$ cat src/rtl/clk_div_monitor_pkg.sv
// Shared definitions for the divided-clock monitor: FSM state encoding
// and the bit positions inside err_sticky.
package clk_div_monitor_pkg;

  typedef enum logic [1:0] {
    ST_IDLE    = 2'd0,
    ST_ACQUIRE = 2'd1,
    ST_CHECK   = 2'd2,
    ST_LOCKED  = 2'd3
  } mon_state_t;

  localparam int ERR_RANGE   = 0;  // measured period outside [PERIOD_MIN, PERIOD_MAX]
  localparam int ERR_TIMEOUT = 1;  // no edge seen for TIMEOUT cycles

endpackage

$ cat src/rtl/sync_edge_detect.sv
// Two-flop synchronizer plus a history flop; flags the rising edge of an
// asynchronous input as a one-cycle pulse in the clk domain.
module sync_edge_detect (
  input  logic clk,
  input  logic rst,
  input  logic async_in,
  output logic rise
);

  logic [2:0] sh;  // sh[0], sh[1]: synchronizer, sh[2]: previous synchronized value

  // Shift the asynchronous input through the synchronizer chain
  always_ff @(posedge clk or posedge rst) begin
    if (rst) sh <= '0;
    else     sh <= {sh[1:0], async_in};
  end

  assign rise = sh[1] & ~sh[2];

endmodule

$ cat src/rtl/clk_div_monitor.sv
// Measures the period of a divided clock in reference-clock cycles, locks
// after LOCK_CNT consecutive in-range periods and records range / timeout
// errors in sticky flags.
module clk_div_monitor
  import clk_div_monitor_pkg::*;
#(
  parameter int CNT_W      = 8,
  parameter int PERIOD_MIN = 2,
  parameter int PERIOD_MAX = 4,
  parameter int LOCK_CNT   = 4,
  parameter int TIMEOUT    = 16
) (
  input  logic             clk,
  input  logic             rst,
  input  logic             mon_clk,
  input  logic             en,
  input  logic             err_clr,
  output logic             locked,
  output logic [CNT_W-1:0] period,
  output logic             period_valid,
  output logic [1:0]       err_sticky
);

  localparam int GOOD_W = $clog2(LOCK_CNT + 1);

  localparam logic [CNT_W-1:0]  TMO    = CNT_W'(TIMEOUT);
  localparam logic [CNT_W-1:0]  P_MIN  = CNT_W'(PERIOD_MIN);
  localparam logic [CNT_W-1:0]  P_MAX  = CNT_W'(PERIOD_MAX);
  localparam logic [GOOD_W-1:0] LOCK_V = GOOD_W'(LOCK_CNT);

  mon_state_t        state;
  logic [CNT_W-1:0]  cnt;
  logic [GOOD_W-1:0] good_cnt;
  logic              rise;

  logic              in_range;
  logic              tmo;
  logic [CNT_W-1:0]  cnt_inc;
  logic [GOOD_W-1:0] good_inc;
  logic [1:0]        err_new;

  sync_edge_detect u_sync (
    .clk      (clk),
    .rst      (rst),
    .async_in (mon_clk),
    .rise     (rise)
  );

  assign in_range = (cnt >= P_MIN) && (cnt <= P_MAX);
  assign tmo      = (cnt == TMO);
  assign cnt_inc  = tmo ? cnt : cnt + 1'b1;
  assign good_inc = (good_cnt == LOCK_V) ? good_cnt : good_cnt + 1'b1;

  // New error events this cycle; an edge always pre-empts a timeout
  always_comb begin
    err_new = 2'b00;
    if (en && state != ST_IDLE) begin
      if (rise) begin
        if (state != ST_ACQUIRE && !in_range) err_new[ERR_RANGE] = 1'b1;
      end else if (tmo) begin
        err_new[ERR_TIMEOUT] = 1'b1;
      end
    end
  end

  // Monitor FSM with period counter, lock counter and registered outputs
  always_ff @(posedge clk or posedge rst) begin
    if (rst) begin
      state        <= ST_IDLE;
      cnt          <= '0;
      good_cnt     <= '0;
      period       <= '0;
      period_valid <= 1'b0;
      locked       <= 1'b0;
      err_sticky   <= 2'b00;
    end else begin
      period_valid <= 1'b0;
      // a clear drops old flags but never hides an error raised this cycle
      err_sticky   <= (err_clr ? 2'b00 : err_sticky) | err_new;
      if (!en) begin
        state    <= ST_IDLE;
        cnt      <= '0;
        good_cnt <= '0;
        locked   <= 1'b0;
      end else begin
        case (state)
          ST_IDLE: begin
            state <= ST_ACQUIRE;
            cnt   <= CNT_W'(1);
          end
          ST_ACQUIRE: begin
            if (rise) begin
              state    <= ST_CHECK;
              cnt      <= CNT_W'(1);
              good_cnt <= '0;
            end else if (tmo) begin
              cnt <= CNT_W'(1);
            end else begin
              cnt <= cnt_inc;
            end
          end
          ST_CHECK, ST_LOCKED: begin
            if (rise) begin
              cnt          <= CNT_W'(1);
              period       <= cnt;
              period_valid <= 1'b1;
              if (in_range) begin
                good_cnt <= good_inc;
                if (state == ST_CHECK && good_inc == LOCK_V) begin
                  state  <= ST_LOCKED;
                  locked <= 1'b1;
                end
              end else begin
                good_cnt <= '0;
                state    <= ST_CHECK;
                locked   <= 1'b0;
              end
            end else if (tmo) begin
              state    <= ST_ACQUIRE;
              cnt      <= CNT_W'(1);
              good_cnt <= '0;
              locked   <= 1'b0;
            end else begin
              cnt <= cnt_inc;
            end
          end
          default: begin
            state <= ST_IDLE;
            cnt   <= '0;
          end
        endcase
      end
    end
  end

endmodule
$ cat config.mk
export PLATFORM = sky130hd
export DESIGN_NAME = clk_div_monitor
export DESIGN_NICKNAME = d
export VERILOG_FILES = /design/src/rtl/clk_div_monitor_pkg.sv /design/src/rtl/sync_edge_detect.sv /design/src/rtl/clk_div_monitor.sv
export SDC_FILE = /design/constraint.sdc
export NUM_CORES = 1
export LEC_CHECK = 0
export BUFFER_PORTS_ARGS = -buffer_cell sky130_fd_sc_hd__buf_4
export CAP_MARGIN = 20
export CORE_ASPECT_RATIO = 1.5
export CORE_MARGIN = 2
export CORE_UTILIZATION = 40
export DETAILED_ROUTE_END_ITERATION = 7
export SYNTH_ARGS = -nofsm -noshare
export SYNTH_HDL_FRONTEND = slang
export SYNTH_SLANG_ARGS = --single-unit
$ cat constraint.sdc
create_clock -name clk -period 4.7 [get_ports clk]
set_input_delay 1.41 -clock clk [delete_from_list [all_inputs] [get_ports clk]]
set_output_delay 1.41 -clock clk [all_outputs]
set_load 0.02 [all_outputs]
# [Word level (Yosys, flattened, before mapping)]
# Cells that the tools add are included.
[word_totals] reg_bits=28 input_bits=5 out_inout_bits=12 word_cells=75
[op_classes] add_sub_neg=2 order_cmp=2 n_eq_ne=14 muxes=33 n_bitwise=3 n_reduce_logical=13
[ops] operator="8-bit 2-to-1 mux" n=3
[ops] operator="3-bit 2-to-1 mux" n=6
[ops] operator="2-bit 2-to-1 mux" n=8
[ops] operator="8-bit case mux with 2 select lines" n=1
[ops] operator="1-bit 2-to-1 mux" n=13
[ops] operator="3-bit AND reduction" n=4
[ops] operator="8-bit by 1-bit adder with 8-bit output, second input constant" n=1
[ops] operator="8-bit by 5-bit == test with 1-bit output, second input constant" n=1
[ops] operator="8-bit by 2-bit greater-or-equal comparator with 1-bit output, second input constant" n=1
[ops] operator="8-bit by 3-bit less-or-equal comparator with 1-bit output, second input constant" n=1
[ops] operator="3-bit == test, second input constant" n=2
[ops] operator="3-bit by 1-bit inequality test with 1-bit output, second input constant" n=2
[ops] operator="2-bit case mux with 3 select lines" n=1
[ops] operator="3-bit case mux with 2 select lines" n=1
[ops] operator="5-bit inequality test, second input constant" n=1
[ops] operator="2-bit == test, second input constant" n=2
[ops] operator="1-bit logical AND" n=4
[ops] operator="2-bit by 1-bit inequality test with 1-bit output, second input constant" n=2
[ops] operator="4-bit by 3-bit inequality test with 1-bit output, second input constant" n=1
[ops] operator="4-bit inequality test, second input constant" n=1
[ops] operator="3-bit by 1-bit adder with 3-bit output, second input constant" n=1
[ops] operator="3-bit inequality test, second input constant" n=1
[ops] operator="3-bit OR reduction" n=1
[ops] operator="2-bit by 1-bit == test with 1-bit output, second input constant" n=1
[ops] operator="7 further kinds" n=7

# [Longest topological paths before layout]
# Gate-level depths: netlist (run 1).
[depth] depth_word=9 ltp_mapped=7 mapped_depth_nobuf=6

# [Cells and area by module]
# Synthesis (run 1) repeated with hierarchy kept, for this count alone.
[hier_totals] hier_cells=123 hier_area_um2=1332.5
[by_module_without_submodules] module="clk_div_monitor" n_inst=1 cells_each=118 area_per_inst_um2=1239.9 seq_area_each_um2=625.6
[by_module_without_submodules] module="sync_edge_detect" n_inst=1 cells_each=5 area_per_inst_um2=92.6 seq_area_each_um2=75.1

# [Worst setup path before layout (run 1)]
# OpenSTA, ideal clock, no wires.
[synth_path] kind="input port to flip-flop" start="input port en" end="register state[0]" arrival_ns=2.026 setup_slack_ns=2.541 path_stages=4 path_buffers=0 path_cell_list="inv_1 nor3_1 a221o_1 o32ai_2"
[synth_between] elab_chain_cells=2
[synth_rtl] item="start: declaration" line_no="clk_div_monitor.sv:16" rtl="input logic en,"
[synth_rtl] item="5-bit inequality test (no line) (tied with other cells)"
[synth_rtl] item="3-bit AND reduction (no line)"
[synth_rtl] item="end signal: assignment" line_no="clk_div_monitor.sv:69" rtl="state <= ST_IDLE;"
[synth_rtl] item="end signal: assignment" line_no="clk_div_monitor.sv:81" rtl="state <= ST_IDLE;"
[synth_rtl] item="end signal: assignment" line_no="clk_div_monitor.sv:88" rtl="state <= ST_ACQUIRE;"
[synth_rtl] item="end: declaration" line_no="clk_div_monitor.sv:31" rtl="mon_state_t state;"
# Several ways; a longest one is shown, not always the timed one.
# A chain may end at the register's enable or synchronous reset.

# [Worst setup path after layout (run 1)]
# Ends and elaborated chain as after synthesis.

==> flow_summary.ini, run 1 <==
[run_status]
outcome = finished, final reports clean

[clocking]
cts_tree = yes
postCtsHoldBufs = 0
numCtsBuffers = 3
clkSlewWorstSetupHoldPaths_ns = 0.09
cts_buffer_depth = 2
cts-resized-gates = 0
htree_num_levels = 1
clock_latency_ns = 0.27
post-cts-setup-buffers = 0
clock-root-buffer = clkbuf_8
cts_sinks = 28

[route]
viasPerCell = 5.23
drt_iter0_markers = 15
drc = 0
finalWirelength_um = 2650
dr.pass1.iters = 4
antenna_left = 0
vias = 1030
wire_per_inst_um = 13.4

[layout]
regArea_um2 = 701
n_fill_cell = 333
multi_input_area_um2 = 601
drive_gt1_frac = 0.174
final_common_cell = dfrtp_1
final_nets = 166
layout_common_cells = dfrtp_1, nand2_1, buf_4, inv_1
area_growth_pct = 16.6
insertedDiodeCount = 0

[die]
die_y_um = 76.0
start_util = 0.413
core_area_mm2 = 0.00335
fp.dieW_um = 52.0
fp.dieArea_mm2 = 0.00396
rows = 26
ios = 17

[job]
max_cap_viol_count = 0

[place]
dpl.hpwl_um = 1960
portBuffers = 16
gp_congestion = 0.823

[synthesis]
synth_seq_cells = 28
syn_area_per_cell_um2 = 9.88
synth_warnings = 0
syn-cell-area_mm2 = 0.00138
seq_area_frac_synth = 0.506
syn_nets = 150
synth_cells = 140
yosysUniqueCellTypes = 34

[timing]
finalSetupViolCount = 0
setup_tns_ns = 0
fin_crit_ns = 2.46
max_slew.worst_pin.slew_ns = 0.576
rsz0062_at_grt = false
finalHoldWorstSlack_ns = 0.370
slew_headroom = 0.616
hold_violations = 0
finalCritPeriodShare = 0.523
clock.fmax_mhz = 407
skew_ns = 0.00450
finalMaxSlewViolations = 0

[global_route]
grt_max_degree = 29
antenna_found_initial = 0
grt_pass1_wl_um = 4510
track_usage = 0.149
grt_overflow_total = 0
grt_pass1_vias = 1034

[worst_setup_path]
cp.arrival_ns = 2.61
crit_type = in2reg
cp_max_fo = 13
critPathCaptureType = flop
worstSetupStartpointType = input port
worstPathRequired_ns = 4.85

[power]
p_leak_uw = 0.000761
power.density_mw_per_mm2 = 307
ir_drop_mv = 0.185
p_total_uw = 495

[min_path]
hold_class = reg2reg
## worst max-delay path, cell delays in order
cell and delay, ns:
buf_4 0.13, nand3_1 0.37, inv_1 0.30, a22oi_1 0.27
o32ai_2 0.11
## stage by stage
| step | worst slack, ns | utilization | cell area, um^2 | instances |
|---|---|---|---|---|
| after floorplan | 2.54 | - | 1380 | 140 |
| after global placement | 2.04 | 0.452 | 1520 | 192 |
| after detailed placement | 1.94 | 0.452 | 1520 | 192 |
| after CTS | 2.25 | 0.473 | 1590 | 196 |
| after global routing | 2.13 | 0.482 | 1610 | 197 |
| final | 2.24 | 0.482 | 1610 | 197 |
## layout make-up
cell class              count  share of cell area
clock buffers               3              0.0256
clock inverters             1              0.0186
inverters                  11              0.0256
multi-input cells          95               0.372
flip-flops and latches     28               0.434
well taps                  42              0.0326
repair buffers             17              0.0915
## final timing paths
check	endpoint	slack, ns	cells past startpoint	from
hold reg to reg	u_sync.sh[1]	0.37	0	u_sync.sh[0]
max in group asynchronous	cnt[6]	3.28	3	rst
hold / removal	u_sync.sh[1]	0.37	0	u_sync.sh[0]
min in group asynchronous	u_sync.sh[1]	1.04	2	rst
setup reg to reg	state[0]	2.56	5	u_sync.sh[1]
setup / recovery	state[0]	2.24	5	en
## layer usage
metal	vias up	share of wire	global-route usage
li1	506	-	-
met1	494	0.43	0.185
met3	4	0.035	0.0235
met5	-	0	0
met4	0	0.014	0.0553
met2	26	0.52	0.252
## power by group
part           switching [uW]  internal, uW  total, uW
combinational            29.4          20.6       50.0
clock                    72.7           114        187
sequential               9.32           249        258
total                     111           383        495
## flip-flops by register name (all words and copies together) (netlist names)
name,cells
state,2
period,8
good_cnt,3
cnt,8
locked,1
u_sync.sh,3
err_sticky,2
period_valid,1
## Yosys cell counts
master	n	area share
or3b_1	2	0.013
nor4_1	1	0.0045
nand3_1	9	0.033
and2b_2	1	0.0063
o21ai_0	9	0.033
buf_2	3	0.011
o32ai_2	1	0.012
xnor2_1	2	0.013
and2_1	1	0.0045
nand2_1	24	0.065
dfrtp_1	28	0.51
xor2_1	4	0.025
and4bb_1	1	0.0090
nand4_1	1	0.0045
and3_2	1	0.0054
nor2_1	9	0.024
a221o_1	1	0.0072
a311oi_4	1	0.019
a31oi_1	3	0.014
nor3b_2	1	0.0090
ha_1	5	0.045
o211ai_1	1	0.0054
a22oi_1	1	0.0054
inv_1	11	0.030
a21oi_1	6	0.022
nand2b_1	1	0.0045
clkbuf_1	1	0.0027
nor2b_1	1	0.0045
nor4_4	1	0.015
nand3b_1	1	0.0054
nor3_1	1	0.0036
buf_6	2	0.016
and3_1	3	0.014
o22ai_1	2	0.0090
## cells by family (layout without fill, tap and decap cells)
family / Yosys count / in the layout / synth area share
simple gates: 59 / 59 / 0.225
flops: 28 / 28 / 0.506
compound gates: 25 / 25 / 0.126
buf+inv: 17 / 32 / 0.0597
xor+xnor: 6 / 6 / 0.0380
fa+ha+maj: 5 / 5 / 0.0452
Power figures use the tool's default switching activity.
==> run 2, diff against run 1 <==
Clock period 4.7 ns to 2.2 ns, I/O delays scaled along.
==> flow_summary.ini, run 2 (synthesis gave the netlist of run 1 again) <==
[run_status]
outcome = finished, final reports clean

[worst_setup_path]
reg2reg_from = good_cnt[0]
crit_type = reg2reg
worstPathRequired_ns = 2.40
cp_max_fo = 7
reg2regPathDepth = 6
reg2reg_to = state[0]
critPathCaptureType = flop
worstSetupStartpointType = flop
rrSetupSlack_ns = 0.27
cp.arrival_ns = 2.12

[clocking]
cts-resized-gates = 0
cts_buffer_depth = 2
clkSlewWorstSetupHoldPaths_ns = 0.10
clock-root-buffer = clkbuf_8
post-cts-setup-buffers = 0
cts_tree = yes
numCtsBuffers = 3
cts_sinks = 28
postCtsHoldBufs = 0
clock_latency_ns = 0.28
htree_num_levels = 1

[die]
start_util = 0.413
fp.dieW_um = 52.0
core_area_mm2 = 0.00335
ios = 17
rows = 26
fp.dieArea_mm2 = 0.00396
die_y_um = 76.0

[timing]
max_slew.worst_pin.slew_ns = 0.592
finalCritPeriodShare = 0.876
skew_ns = 0.00662
finalMaxSlewViolations = 0
finalSetupViolCount = 0
rsz0062_at_grt = false
slew_headroom = 0.605
clock.fmax_mhz = 519
setup_slack_ns = 0.272
hold_violations = 0
setup_tns_ns = 0
fin_crit_ns = 1.93

[global_route]
grt_overflow_total = 0
grt_pass1_vias = 1033
grt_pass1_wl_um = 4800
antenna_found_initial = 0
track_usage = 0.160
grt_max_degree = 29

[layout]
final_common_cell = dfrtp_1
multi_input_area_um2 = 601
post-route-util = 0.478
n_fill_cell = 320
layout_common_cells = dfrtp_1, nand2_1, buf_4, inv_1
area_growth_pct = 15.7
drive_gt1_frac = 0.179
regArea_um2 = 701
largestRegisters = cnt x8, period x8
final_nets = 167
insertedDiodeCount = 0

[route]
drt_iter0_markers = 16
wire_per_inst_um = 14.2
viasPerCell = 5.25
antenna_left = 0
vias = 1039
finalWirelength_um = 2800
drc = 0
dr.pass1.iters = 4

[min_path]
hold_end = u_sync.sh[1]
hold_class = reg2reg
hp-start = u_sync.sh[0]
holdPathStages = 0

[place]
place_ws_ns = 0.276
gp_congestion = 0.811
portBuffers = 16
dpl.hpwl_um = 2000

[job]
max_cap_viol_count = 0

[power]
power.density_mw_per_mm2 = 665
p_leak_uw = 0.000757
ir_drop_mv = 0.381
==> run 2: cell types whose count changed in the layout (fill, tap and decap cells not counted), sizes merged <==
cell,previous run,this run
buf,17,18
==> run 2: final cells by class <==
type                            count  share of cell area
Clock inverter                      1              0.0187
Timing Repair Buffer               18              0.0844
Sequential cell                    28               0.437
Clock buffer                        3              0.0258
Multi-Input combinational cell     95               0.375
Inverter                           11              0.0258
Tap cell                           42              0.0328
==> run 2: critical path, stage by stage (launching register included) <==
cell      delay (ns)
dfrtp_1         0.45
inv_1           0.09
ha_1            0.32
or3b_1          0.41
a311oi_4        0.26
nor3b_2         0.09
o32ai_2         0.25
==> run 2: where the power goes <==
part	switching (uW)	leakage (uW)	internal (uW)	total, uW
Combinational	64.4	0.000342	40.6	105
Sequential	19.7	0.000379	532	551
Clock	165	0.0000357	244	409
==> run 2: worst max path at each step <==
stage	startpoint	end	cells past startpoint
finish	good_cnt[0]	state[0]	6
global route	good_cnt[0]	state[0]	6
CTS	good_cnt[0]	state[0]	6
detailed placement	good_cnt[0]	state[0]	6
global placement	good_cnt[0]	state[0]	6
floorplan	good_cnt[0]	state[0]	6
==> run 2: routing by layer <==
layer	track usage	vias up	wire length [um]
li1	-	506	-
met1	0.195	518	1210
met2	0.267	9	1490
met3	0.0176	6	46
met4	0.0868	0	57
met5	0	-	0
==> run 2: stage by stage <==
stage	area [um^2]	cells	total power [uW]	hold slack, ns
2_1_floorplan	1380	140	634	0.331
3_3_place_gp	1530	194	664	0.334
3_5_place_dp	1530	194	668	0.341
4_1_cts	1600	198	1080	0.365
5_1_grt	1600	198	1110	0.367
6_report	1600	198	1070	0.363
==> run 3, diff against run 2 <==
--- a/config.mk
+++ b/config.mk
@@ -6,5 +6,5 @@
 export NUM_CORES = 1
 export LEC_CHECK = 0
-export BUFFER_PORTS_ARGS = -buffer_cell sky130_fd_sc_hd__buf_4
+export BUFFER_PORTS_ARGS = -buffer_cell sky130_fd_sc_hd__clkbuf_2
 export CAP_MARGIN = 20
 export CORE_ASPECT_RATIO = 1.5
==> constraint.sdc (replaced) <==
create_clock -name clk -period 2.2 [get_ports clk]
set_input_delay 0.66 -clock clk [delete_from_list [all_inputs] [get_ports clk]]
set_output_delay 0.66 -clock clk [all_outputs]
set_load 0.1 [all_outputs]
==> flow_summary.ini, run 3 (synthesis gave the netlist of run 1 again) <==
[timing]
setup_tns_ns = 0
hold_violations = 0
skew_ns = 0.00838
fin_crit_ns = 1.96
max_slew.worst_pin.slew_ns = 0.543
finalSetupViolCount = 0
slew_headroom = 0.640
rsz0062_at_grt = false
finalMaxSlewViolations = 0
finalCritPeriodShare = 0.893
clock.fmax_mhz = 509

[worst_setup_path]
crit_type = reg2reg
worstSetupStartpointType = flop
cp.arrival_ns = 2.15
cp_max_fo = 7
rrSetupSlack_ns = 0.24
critPathCaptureType = flop
path_cells = inv_1 -> ha_1 -> or3b_1 -> a311oi_4 -> nor3b_2 -> o32ai_2
cpPeakStageDelay_ns = 0.45
reg2reg_to = state[0]
cpMaxStageDelayCell = dfrtp_1
reg2reg_from = good_cnt[0]
cp_top_family = compound AO/OA/AOI/OAI gates
crit_buf_inv = 1
worstPathRequired_ns = 2.39
reg2regPathDepth = 6

[power]
p_total_uw = 1100
power.density_mw_per_mm2 = 703
p_leak_uw = 0.000750
ir_drop_mv = 0.270

[clocking]
clock_latency_ns = 0.28
htree_num_levels = 1
cts_tree = yes
clock-root-buffer = clkbuf_8
post-cts-setup-buffers = 0
clkSlewWorstSetupHoldPaths_ns = 0.10
cts_sinks = 28
postCtsHoldBufs = 0
cts_buffer_depth = 2
cts-resized-gates = 0
numCtsBuffers = 3

[place]
gp_congestion = 0.830
portBuffers = 16
dpl.hpwl_um = 2080

[route]
vias = 1048
finalWirelength_um = 2780
wire_per_inst_um = 14.0
drc = 0
antenna_left = 0
viasPerCell = 5.27
drt_iter0_markers = 25
dr.pass1.iters = 6

[layout]
final_common_cell = dfrtp_1
layout_common_cells = dfrtp_1, nand2_1, clkbuf_2, inv_1
final_nets = 168
insertedDiodeCount = 0
area_growth_pct = 13.4
drive_gt1_frac = 0.185
largestRegisters = cnt x8, period x8

[die]
fp.dieW_um = 52.0
fp.dieArea_mm2 = 0.00396
rows = 26
core_area_mm2 = 0.00335
start_util = 0.413
ios = 17
die_y_um = 76.0

[run_status]
outcome = finished, final reports clean

[job]
max_cap_viol_count = 0

[min_path]
holdPathStages = 0
hp-start = u_sync.sh[0]
hold_class = reg2reg
hold_end = u_sync.sh[1]

[global_route]
grt_overflow_total = 0
grt_pass1_vias = 1068
grt_pass1_wl_um = 4900
grt_max_degree = 29
track_usage = 0.162
antenna_found_initial = 0
-- run 3: worst max path at each step --
stage,from,to,cells past startpoint
finish,good_cnt[0],state[0],6
detailed placement,good_cnt[0],state[0],6
global placement,good_cnt[0],state[0],6
floorplan,good_cnt[0],state[0],6
CTS,good_cnt[0],state[0],6
global route,good_cnt[0],state[0],6
-- run 3: routing by layer --
| metal | GRT usage | part of all wire |
|---|---|---|
| met5 | 0 | 0 |
| met2 | 0.270 | 0.54 |
| met1 | 0.200 | 0.41 |
| met4 | 0.0789 | 0.032 |
| met3 | 0.0216 | 0.020 |
-- run 3: layout make-up --
class                           count  area (um^2)
Clock buffer                        3         41.3
Clock inverter                      1         30.0
Fill cell                         312         1780
Inverter                           11         41.3
Multi-Input combinational cell     95          601
Sequential cell                    28          701
Tap cell                           42         52.6
Timing Repair Buffer               19          103
-- run 3: per-stage QoR --
step	hold WS [ns]	util	setup WS, ns	cells	cell area, um^2
after detailed placement	0.342	0.447	0.254	195	1500
after global placement	0.335	0.447	0.379	195	1500
after floorplan	0.331	-	0.425	140	1380
after global routing	0.367	0.468	0.132	199	1570
final	0.362	0.468	0.236	199	1570
after CTS	0.366	0.468	0.229	199	1570
-- run 3: report_power, final --
part	switching [uW]	internal, uW	leakage [uW]
logic	104	36.3	0.000335
clock network	167	244	0.0000357
registers	19.2	532	0.000379
-- run 3: worst register-to-register path, delay by kind of cell, from the launching register on --
kind,cells,cell delay [ns]
flops,1,0.45
fa+ha+maj,1,0.25
compound gates,2,0.57
buf+inv,1,0.08
simple gates,2,0.53
